<file path="config.mk">
export PLATFORM = sky130hd
export DESIGN_NAME = mc_datapath
export DESIGN_NICKNAME = d
export VERILOG_FILES = /design/src/rtl/mc_datapath.sv
export SDC_FILE = /design/constraint.sdc
export NUM_CORES = 2
export LEC_CHECK = 0
export CAP_MARGIN = 40
export CORE_UTILIZATION = 48
export DETAILED_ROUTE_END_ITERATION = 6
export PLACE_DENSITY = 0.69
export SYNTH_ARGS = -nofsm -noshare
export SYNTH_HDL_FRONTEND = slang
export SYNTH_SLANG_ARGS = --single-unit
</file>
<file path="constraint.sdc">
create_clock -name i_clk -period 7.09 [get_ports i_clk]
set_clock_uncertainty 0.05 [all_clocks]
set_input_delay 1.0635 -clock i_clk [delete_from_list [all_inputs] [get_ports i_clk]]
set_output_delay 1.0635 -clock i_clk [all_outputs]
set_load 0.02 [all_outputs]
</file>
<file path="src/rtl/mc_datapath.sv">
// mc_datapath: multicycle RV32I datapath (PC, IR, register file, ALU, non-architectural
// latches) stepped one control word per cycle by an external control FSM.
module mc_datapath #(
  parameter logic [31:0] RESET_PC = 32'h0000_0000,
  parameter int          XLEN     = 32
) (
  input  logic            i_clk,
  input  logic            i_rst,
  input  logic            i_RegWrite,
  input  logic            i_MemWrite,
  input  logic            i_IRWrite,
  input  logic            i_AdSrc,
  input  logic            i_PCUpdate,
  input  logic            i_Branch,
  input  logic [1:0]      i_ResultSrc,
  input  logic [1:0]      i_ALUSrcA,
  input  logic [1:0]      i_ALUSrcB,
  input  logic [1:0]      i_ALUOp,
  output logic [6:0]      o_opcode,
  output logic            o_zero,
  output logic [XLEN-1:0] o_mem_addr,
  output logic [XLEN-1:0] o_mem_wdata,
  output logic            o_mem_we,
  input  logic [XLEN-1:0] i_mem_rdata
);

  typedef enum logic [3:0] {
    ALU_ADD, ALU_SUB, ALU_SLL, ALU_SLT, ALU_XOR, ALU_SRL, ALU_SRA, ALU_OR, ALU_AND
  } alu_ctrl_e;

  logic [XLEN-1:0] pc_r, old_pc_r, ir_r, data_r, a_r, b_r, alu_out_r;
  logic [XLEN-1:0] rf_r [32];
  logic [XLEN-1:0] rs1_val_s, rs2_val_s, imm_ext_s;
  logic [XLEN-1:0] src_a_s, src_b_s, alu_result_s, result_s;
  logic            pc_write_s;
  alu_ctrl_e       alu_ctrl_s;

  function automatic logic [31:0] imm_decode(input logic [31:0] ir);
    case (ir[6:0])
      7'b0000011, 7'b0010011, 7'b1100111: imm_decode = {{20{ir[31]}}, ir[31:20]};
      7'b0100011: imm_decode = {{20{ir[31]}}, ir[31:25], ir[11:7]};
      7'b1100011: imm_decode = {{20{ir[31]}}, ir[7], ir[30:25], ir[11:8], 1'b0};
      7'b1101111: imm_decode = {{12{ir[31]}}, ir[19:12], ir[20], ir[30:21], 1'b0};
      default:    imm_decode = 32'h0000_0000;
    endcase
  endfunction

  function automatic logic [31:0] alu_calc(input alu_ctrl_e ctrl, input logic [31:0] a,
                                           input logic [31:0] b);
    case (ctrl)
      ALU_ADD: alu_calc = a + b;
      ALU_SUB: alu_calc = a - b;
      ALU_SLL: alu_calc = a << b[4:0];
      ALU_SLT: alu_calc = {31'd0, $signed(a) < $signed(b)};
      ALU_XOR: alu_calc = a ^ b;
      ALU_SRL: alu_calc = a >> b[4:0];
      ALU_SRA: alu_calc = $unsigned($signed(a) >>> b[4:0]);
      ALU_OR:  alu_calc = a | b;
      ALU_AND: alu_calc = a & b;
      default: alu_calc = a + b;
    endcase
  endfunction

  assign rs1_val_s   = (ir_r[19:15] == 5'd0) ? {XLEN{1'b0}} : rf_r[ir_r[19:15]];
  assign rs2_val_s   = (ir_r[24:20] == 5'd0) ? {XLEN{1'b0}} : rf_r[ir_r[24:20]];
  assign imm_ext_s   = imm_decode(ir_r);
  assign alu_result_s = alu_calc(alu_ctrl_s, src_a_s, src_b_s);
  assign pc_write_s  = i_PCUpdate | (i_Branch & o_zero);

  assign o_opcode    = ir_r[6:0];
  assign o_zero      = (alu_result_s == {XLEN{1'b0}});
  assign o_mem_addr  = i_AdSrc ? result_s : pc_r;
  assign o_mem_wdata = b_r;
  assign o_mem_we    = i_MemWrite;

  // ALU operation select: fixed add/sub, or decoded from funct3/funct7 of the IR
  always_comb begin
    alu_ctrl_s = ALU_ADD;
    case (i_ALUOp)
      2'b00: alu_ctrl_s = ALU_ADD;
      2'b01: alu_ctrl_s = ALU_SUB;
      2'b10: begin
        case (ir_r[14:12])
          3'b000: begin
            // only register-register ops use funct7 to pick subtract
            if ((ir_r[6:0] == 7'b0110011) && ir_r[30]) alu_ctrl_s = ALU_SUB;
            else alu_ctrl_s = ALU_ADD;
          end
          3'b001: alu_ctrl_s = ALU_SLL;
          3'b010: alu_ctrl_s = ALU_SLT;
          3'b100: alu_ctrl_s = ALU_XOR;
          3'b101: begin
            if (ir_r[30]) alu_ctrl_s = ALU_SRA;
            else alu_ctrl_s = ALU_SRL;
          end
          3'b110: alu_ctrl_s = ALU_OR;
          3'b111: alu_ctrl_s = ALU_AND;
          default: alu_ctrl_s = ALU_ADD;
        endcase
      end
      default: alu_ctrl_s = ALU_ADD;
    endcase
  end

  // ALU operand and result muxes
  always_comb begin
    src_a_s  = {XLEN{1'b0}};
    src_b_s  = {XLEN{1'b0}};
    result_s = alu_out_r;
    case (i_ALUSrcA)
      2'b00:   src_a_s = pc_r;
      2'b01:   src_a_s = old_pc_r;
      2'b10:   src_a_s = a_r;
      default: src_a_s = {XLEN{1'b0}};
    endcase
    case (i_ALUSrcB)
      2'b00:   src_b_s = b_r;
      2'b01:   src_b_s = imm_ext_s;
      2'b10:   src_b_s = 32'd4;
      default: src_b_s = {XLEN{1'b0}};
    endcase
    case (i_ResultSrc)
      2'b00:   result_s = alu_out_r;
      2'b01:   result_s = data_r;
      2'b10:   result_s = alu_result_s;
      default: result_s = alu_out_r;
    endcase
  end

  // architectural and latch state; reset overrides any write requested this cycle
  always_ff @(posedge i_clk) begin
    if (i_rst) begin
      pc_r      <= RESET_PC;
      old_pc_r  <= RESET_PC;
      ir_r      <= 32'h0000_0013;
      data_r    <= {XLEN{1'b0}};
      a_r       <= {XLEN{1'b0}};
      b_r       <= {XLEN{1'b0}};
      alu_out_r <= {XLEN{1'b0}};
      for (int i = 0; i < 32; i++) rf_r[i] <= {XLEN{1'b0}};
    end else begin
      data_r    <= i_mem_rdata;
      a_r       <= rs1_val_s;
      b_r       <= rs2_val_s;
      alu_out_r <= alu_result_s;
      if (i_IRWrite) begin
        ir_r     <= i_mem_rdata;
        old_pc_r <= pc_r;
      end
      if (pc_write_s) pc_r <= result_s;
      if (i_RegWrite && (ir_r[11:7] != 5'd0)) rf_r[ir_r[11:7]] <= result_s;
    end
  end

endmodule

</file>
### Yosys cells after proc, flatten, opt, wreduce, memory -nomap -nowiden

Memory sizes are Yosys's and may differ from the RTL's. A register that Yosys moved wholly into a read port is not among the register bits.
Index checks and enable logic that the tools add are counted.

* flip-flop bits (word level): 160
* memory bits (writable): 1024
* bits of input ports: 48
* output and inout bits: 73
* logic and storage cells: 77
* memories: 1

Memory list
* rf_r: words 32, bits a word 32, rd ports 2, clocked after memory_dff 2, write ports 32, RTL line 32 `logic [XLEN-1:0] rf_r [32];`

* $add $sub $neg: 2
* magnitude comparators: 1
* equal/unequal tests: 29
* shift-type cells: 3
* muxes and demuxes: 18
* bitwise operators: 5
* reductions and logical operators: 13

Operator list (count)
* $pmux W32 S8: 1
* $pmux W32 S3: 2
* $pmux W32 S4: 1
* $mux W32: 2
* $pmux W32 S2: 1
* $add A32 B32 Y32: 1
* $and A32 B32 Y32: 1
* $logic_not A32 Y1: 1
* $lt A32 B32 Y1: 1
* $or A32 B32 Y32: 1
* $reduce_or A32 Y1: 1
* $shl A32 B5 Y32: 1
* $shr A32 B5 Y32: 1
* $sshr A32 B5 Y32: 1
* $sub A32 B32 Y32: 1
* $xor A32 B32 Y32: 1
* $pmux W4 S7: 1
* $eq A7 B7 Y1 const B: 3
* $eq A4 B3 Y1 const B: 4
* $eq A7 B6 Y1 const B: 2
* $eq A3 B3 Y1 const B: 4
* $logic_not A5 Y1: 2
* $eq A2 B1 Y1 const B: 4
* $eq A2 B2 Y1 const B: 4
* other kinds (19): 29

### Longest topological paths before layout

* depth in word-level cells: 10
* depth in mapped cells: 28
* gate-level depth less buffers: 22

### Least setup slack after synthesis

OpenSTA, ideal clock, no wires.

* path kind: input -> output
* start: in i_ALUSrcB[1]
* end: out o_zero
* arrival time: 6360 ps
* data required time: 5977 ps
* slack: -383 ps
* cell stages on the path: 23
* buffers on the path: 5
* path through: buf_4 or4b_4 o32ai_4 o2bb2ai_4 inv_2 buf_2 buf_2 buf_2 clkbuf_1 fa_1 nor2b_1 o2111ai_1 a31oi_1 a211o_1 a41oi_1 xnor2_1 o21ai_0 or4_1 or3b_1 nor4_1 nand4_1 nor2_2 and3_1

* word-level cells in the longest chain between the ends: 5
* elaborated cells on any way between the ends: 15
* classes of those cells: add/sub: 2; order compare: 1; eq/ne: 2; shift: 3; mux: 2; bitwise: 3; reduce/logical: 2

RTL lines
* start: declaration: RTL line 17 `input logic [1:0] i_ALUSrcB,`
* $eq A2 B2 Y1, or another cell as far along: RTL line 116 `case (i_ALUSrcB)`
* $pmux W32 S3 *: RTL line 116
* $add A32 B32 Y32, or another cell as far along: RTL line 51, 60
* $pmux W32 S8 *: RTL line 50 `case (ctrl)`
* $logic_not A32 Y1 *: RTL line 71 `assign o_zero = (alu_result_s == {XLEN{1'b0}});`
* end: declaration: RTL line 20 `output logic o_zero,`

Every way passes the cells marked *; elsewhere a longest branch is shown, timed or not.

### Worst setup path after layout

* start: in i_ALUSrcA[0]
* end: out o_zero

* word-level cells in the longest chain between the ends: 5
* elaborated cells on any way between the ends: 15
* classes of those cells: add/sub: 2; order compare: 1; eq/ne: 2; shift: 3; mux: 2; bitwise: 3; reduce/logical: 2

RTL lines
* start: declaration: RTL line 16 `input logic [1:0] i_ALUSrcA,`
* $eq A2 B2 Y1, or another cell as far along: RTL line 110 `case (i_ALUSrcA)`
* $pmux W32 S3 *: RTL line 110
* $add A32 B32 Y32, or another cell as far along: RTL line 51, 60
* $pmux W32 S8 *: RTL line 50
* $logic_not A32 Y1 *: RTL line 71

Marks and branches as above.

==> summary.log <==
[setup_path] r2r startpoint ir_r[20]
[sta] fmax 134.8 MHz
[clock_tree] Max clock buf depth 3
[run_status] status complete, but fails checks
[synth] Post-synth EDFFs 1024
[synth] count of different cell masters after synthesis 106
[sta] setup slack after layout -326.8 ps
[synth] leading register cell type out of synthesis sky130_fd_sc_hd__edfxtp_1
[clock_tree] clock buffer count from CTS 139
[detailed_routing] DR iter-0 viols 9020
[placed_design] Post-DP HPWL 220.5 mm
[setup_path] critical path fanouts, max 23
[floorplanning] Vert. Die Dim 383.5 um
[clock_tree] TritonCTS clock tree done
[sta] Setup Viol. Count Final 3
[detailed_routing] Routed WL 323.0 mm
[clock_tree] H-tree levels 4
[global_routing] total global-route track usage 43.42%
[global_routing] pin count of the biggest net entering global routing 108
[pwr] maximum resistive drop on vdd 242.2 uV
[setup_path] start point of the critical path i_ALUSrcA[0]
[clock_tree] root buffer selected by CTS sky130_fd_sc_hd__clkbuf_16
[pwr] static leakage 30.79 nW
[placed_design] placed instance count 8318
[min_path] path category of the worst min-delay check flop to flop
[detailed_routing] mean number of vias per cell 6.820
[sta] shortest period the worst path allows 7417 ps
[detailed_routing] WL per Instance 37.51 um
[synth] synthesized flop and latch total 1248
[setup_path] Crit. End Element primary output
[pwr] Internal 13.85 mW
[global_routing] first-pass GRT wire length 441.6 mm
[setup_path] Bufs and invs on worst path 12
[setup_path] most used cell along the critical path sky130_fd_sc_hd__buf_4
[final_layout] count of non-filler cells in the finished layout 8610
[global_routing] antenna violations before repair 18
[synth] number of synthesis warnings 0
[setup_path] nature of the critical path startpoint primary input
[global_routing] residual overflow from global routing 0
[setup_path] CP peak stage delay 470 ps
[sta] slew at the pin with the worst max-slew slack 1130 ps
[clock_tree] clock latency on the worst-skew pair 820 ps
[clock_tree] clock input transition at the sequential cells of the worst setup and hold paths 50 ps
[final_layout] total of fill cells in the finished design 11680
[sta] final clock period utilization by the worst path 104.6%
[sta] aggregate negative setup slack -429.4 ps
[final_layout] fin util 58.89%
[placed_design] PortBufs 118
[sta] unrepaired setup endpoints after global routing true
[setup_path] Worst Path Class, Setup primary input to primary output
[pwr] Comb pwr share 20.4%
[floorplanning] die outline width 383.5 um
[floorplanning] number of placed I/O pins 121
[pwr] Sequential Power Share 42.8%
[setup_path] arrival time of the worst setup path 6300 ps
[final_layout] layout cell share with drive strength beyond 1 29.88%
[floorplanning] area enclosed by the die boundary 147100 sq um
[sta] headroom to the max-slew limit 24.68%
[detailed_routing] total via count in the routed design 58720
[setup_path] critical-path cell with the highest stage delay sky130_fd_sc_hd__mux2i_2
[global_routing] vias in the first global route 56530
[setup_path] worst endpoint required time 5980 ps
[detailed_routing] drc violations 21
[pwr] Power Dens Cells 234.2 nW/um^2
[min_path] start point of the worst min-delay path old_pc_r[31]
[synth] Post-Synthesis Cells 5924
[job] MaxCap Viol Count 0
[run_status] violated checks design-rule violations, negative setup slack
[floorplanning] starting utilization of the core area 48.51%
[synth] sequential fraction of the synthesis area 50.44%
[pwr] total net switching power 6.012 mW
[setup_path] path depth of the worst reg2reg path 9
[pwr] power share of the clock group 36.8%
[sta] final number of max-transition violations 0
[synth] synthesized area divided by synthesized cell count 11.79 sq um
[placed_design] final weighted congestion in routability-driven placement 1.179
[final_layout] area growth from synthesis to final layout 21.40%
[synth] share of flip-flops with an asynchronous set or reset after synthesis 0%
[floorplanning] Core Footprint 144000 sq um
[final_layout] Final #Nets 6739
[synth] summed instance area of the synthesized netlist 69860 sq um
[floorplanning] total number of placement rows 139
[pwr] switching power as a share of total power 30.26%
[sta] smallest hold slack 439.9 ps
[setup_path] Largest delay share family, worst path buffers and inverters
[placed_design] post-placement worst setup slack -881.6 ps
[detailed_routing] number of antenna-violating nets in the routed design 0
[min_path] worst hold path stage count 2
[setup_path] depth of the critical timing path with buffers and inverters included 29
[clock_tree] TritonCTS Sinks 1248
[detailed_routing] Pre-Repair DR Iteration Count 7
[sta] count of final hold-check violations 0
metal layers:
layer / vias up / track usage (%) / share of wire (%)
met3: 1098 / 9.805 / 12
met4: 16 / 33.33 / 9.7
li1: 23680 / - / -
met1: 29130 / 53.23 / 34
met2: 4801 / 66.91 / 45
met5: - / 0 / 0.032
power groups by stage:
stage	Sequential (mW)	Combinational (mW)	Clock, mW
2_1_floorplan	8.49	1.95	0
3_3_place_gp	8.60	3.77	0
3_5_place_dp	8.62	3.79	0
4_1_cts	8.47	3.88	7.34
5_1_grt	8.50	4.12	7.60
6_report	8.50	4.06	7.31
cell usage after synthesis (49+ instances only):
cell | count | area share, %
sky130_fd_sc_hd__nor2b_1 | 49 | 0.44
sky130_fd_sc_hd__nor2_1 | 1343 | 7.2
sky130_fd_sc_hd__inv_1 | 127 | 0.68
sky130_fd_sc_hd__nand2_1 | 201 | 1.1
sky130_fd_sc_hd__ha_1 | 101 | 1.8
sky130_fd_sc_hd__nor3_1 | 144 | 1.0
sky130_fd_sc_hd__mux2i_1 | 353 | 5.1
sky130_fd_sc_hd__o21ai_0 | 127 | 0.91
sky130_fd_sc_hd__mux2_2 | 88 | 1.4
sky130_fd_sc_hd__a221oi_1 | 61 | 0.76
sky130_fd_sc_hd__dfxtp_1 | 224 | 6.4
sky130_fd_sc_hd__o22ai_1 | 85 | 0.76
sky130_fd_sc_hd__a211o_1 | 51 | 0.64
sky130_fd_sc_hd__clkbuf_1 | 439 | 2.4
sky130_fd_sc_hd__a21oi_1 | 221 | 1.6
sky130_fd_sc_hd__o221ai_1 | 68 | 0.85
sky130_fd_sc_hd__edfxtp_1 | 1024 | 44
sky130_fd_sc_hd__buf_1 | 90 | 0.48
sky130_fd_sc_hd__mux4_2 | 458 | 15
state kept, by name (all words and copies together) (netlist names):
name / count
a_r: 32
alu_out_r: 32
data_r: 32
ir_r: 32
o_mem_wdata: 32
old_pc_r: 32
pc_r: 32
rf_r: 1024
repair_timing:
item | in CTS | in global routing
hold buffers | 0 | 0
setup buffers | 21 | 7
pin swaps | 36 | 30
cloned | 1 | 0
endpoints found under the setup margin | 32 | 32
gates resized for setup | 153 | 90
cell type report:
class                      count  area [sq um]  share of cell area (%)
clock buffer                 185          3777                   4.454
multi-input combinational   3991         33180                   39.12
antenna                        6         15.01                 0.01770
tap                         1903          2381                   2.808
timing repair buffer        1074          8870                   10.46
sequential                  1248         35290                   41.62
clock inverter                69         789.5                  0.9310
inverter                     134         503.0                  0.5931
stage by stage:
step                      power (mW)  instance area, sq um
after floorplan                10.44                 70010
after global placement         12.37                 79090
after detailed placement       12.40                 79330
after CTS                      19.69                 84510
after global routing           20.23                 84790
final                          19.87                 84810
cells by family (layout without fill, tap and decap cells):
family / count (synthesis) / count (layout) / synth area share, %
compound gates: 976 / 976 / 9.835
mux: 929 / 929 / 21.89
buf+inv: 716 / 1462 / 4.053
xor+xnor: 29 / 29 / 0.3636
simple gates: 1922 / 1922 / 11.55
fa+ha+maj: 103 / 103 / 1.866
other cells: 1 / 38 / 0.005368
flops: 1248 / 1248 / 50.44
worst reg2reg max path: stages (launching register included):
cell	delay, ps
sky130_fd_sc_hd__dfxtp_4	410
sky130_fd_sc_hd__buf_4	670
sky130_fd_sc_hd__buf_12	490
sky130_fd_sc_hd__buf_4	1050
sky130_fd_sc_hd__buf_4	740
sky130_fd_sc_hd__buf_4	770
sky130_fd_sc_hd__mux4_2	650
sky130_fd_sc_hd__mux2_2	280
sky130_fd_sc_hd__a221oi_1	780
sky130_fd_sc_hd__nor3_1	290
placed cells by master (no fill, tap or decap), types with 88 or more instances in the layout:
cell / n
sky130_fd_sc_hd__dfxtp_1: 207
sky130_fd_sc_hd__clkbuf_16: 141
sky130_fd_sc_hd__o21ai_0: 111
sky130_fd_sc_hd__nor2_1: 1339
sky130_fd_sc_hd__inv_1: 127
sky130_fd_sc_hd__nand2_1: 158
sky130_fd_sc_hd__nor3_1: 136
sky130_fd_sc_hd__buf_4: 899
sky130_fd_sc_hd__mux2_2: 88
sky130_fd_sc_hd__ha_1: 98
sky130_fd_sc_hd__a21oi_1: 203
sky130_fd_sc_hd__edfxtp_1: 1024
sky130_fd_sc_hd__mux4_2: 458
sky130_fd_sc_hd__mux2i_1: 334
worst paths after layout:
path	to	slack, ps
max	o_zero	-330
min	old_pc_r[31]	440
max reg2reg	o_mem_wdata[14]	670
min reg2reg	old_pc_r[31]	440
Power figures use the tool's default switching activity.
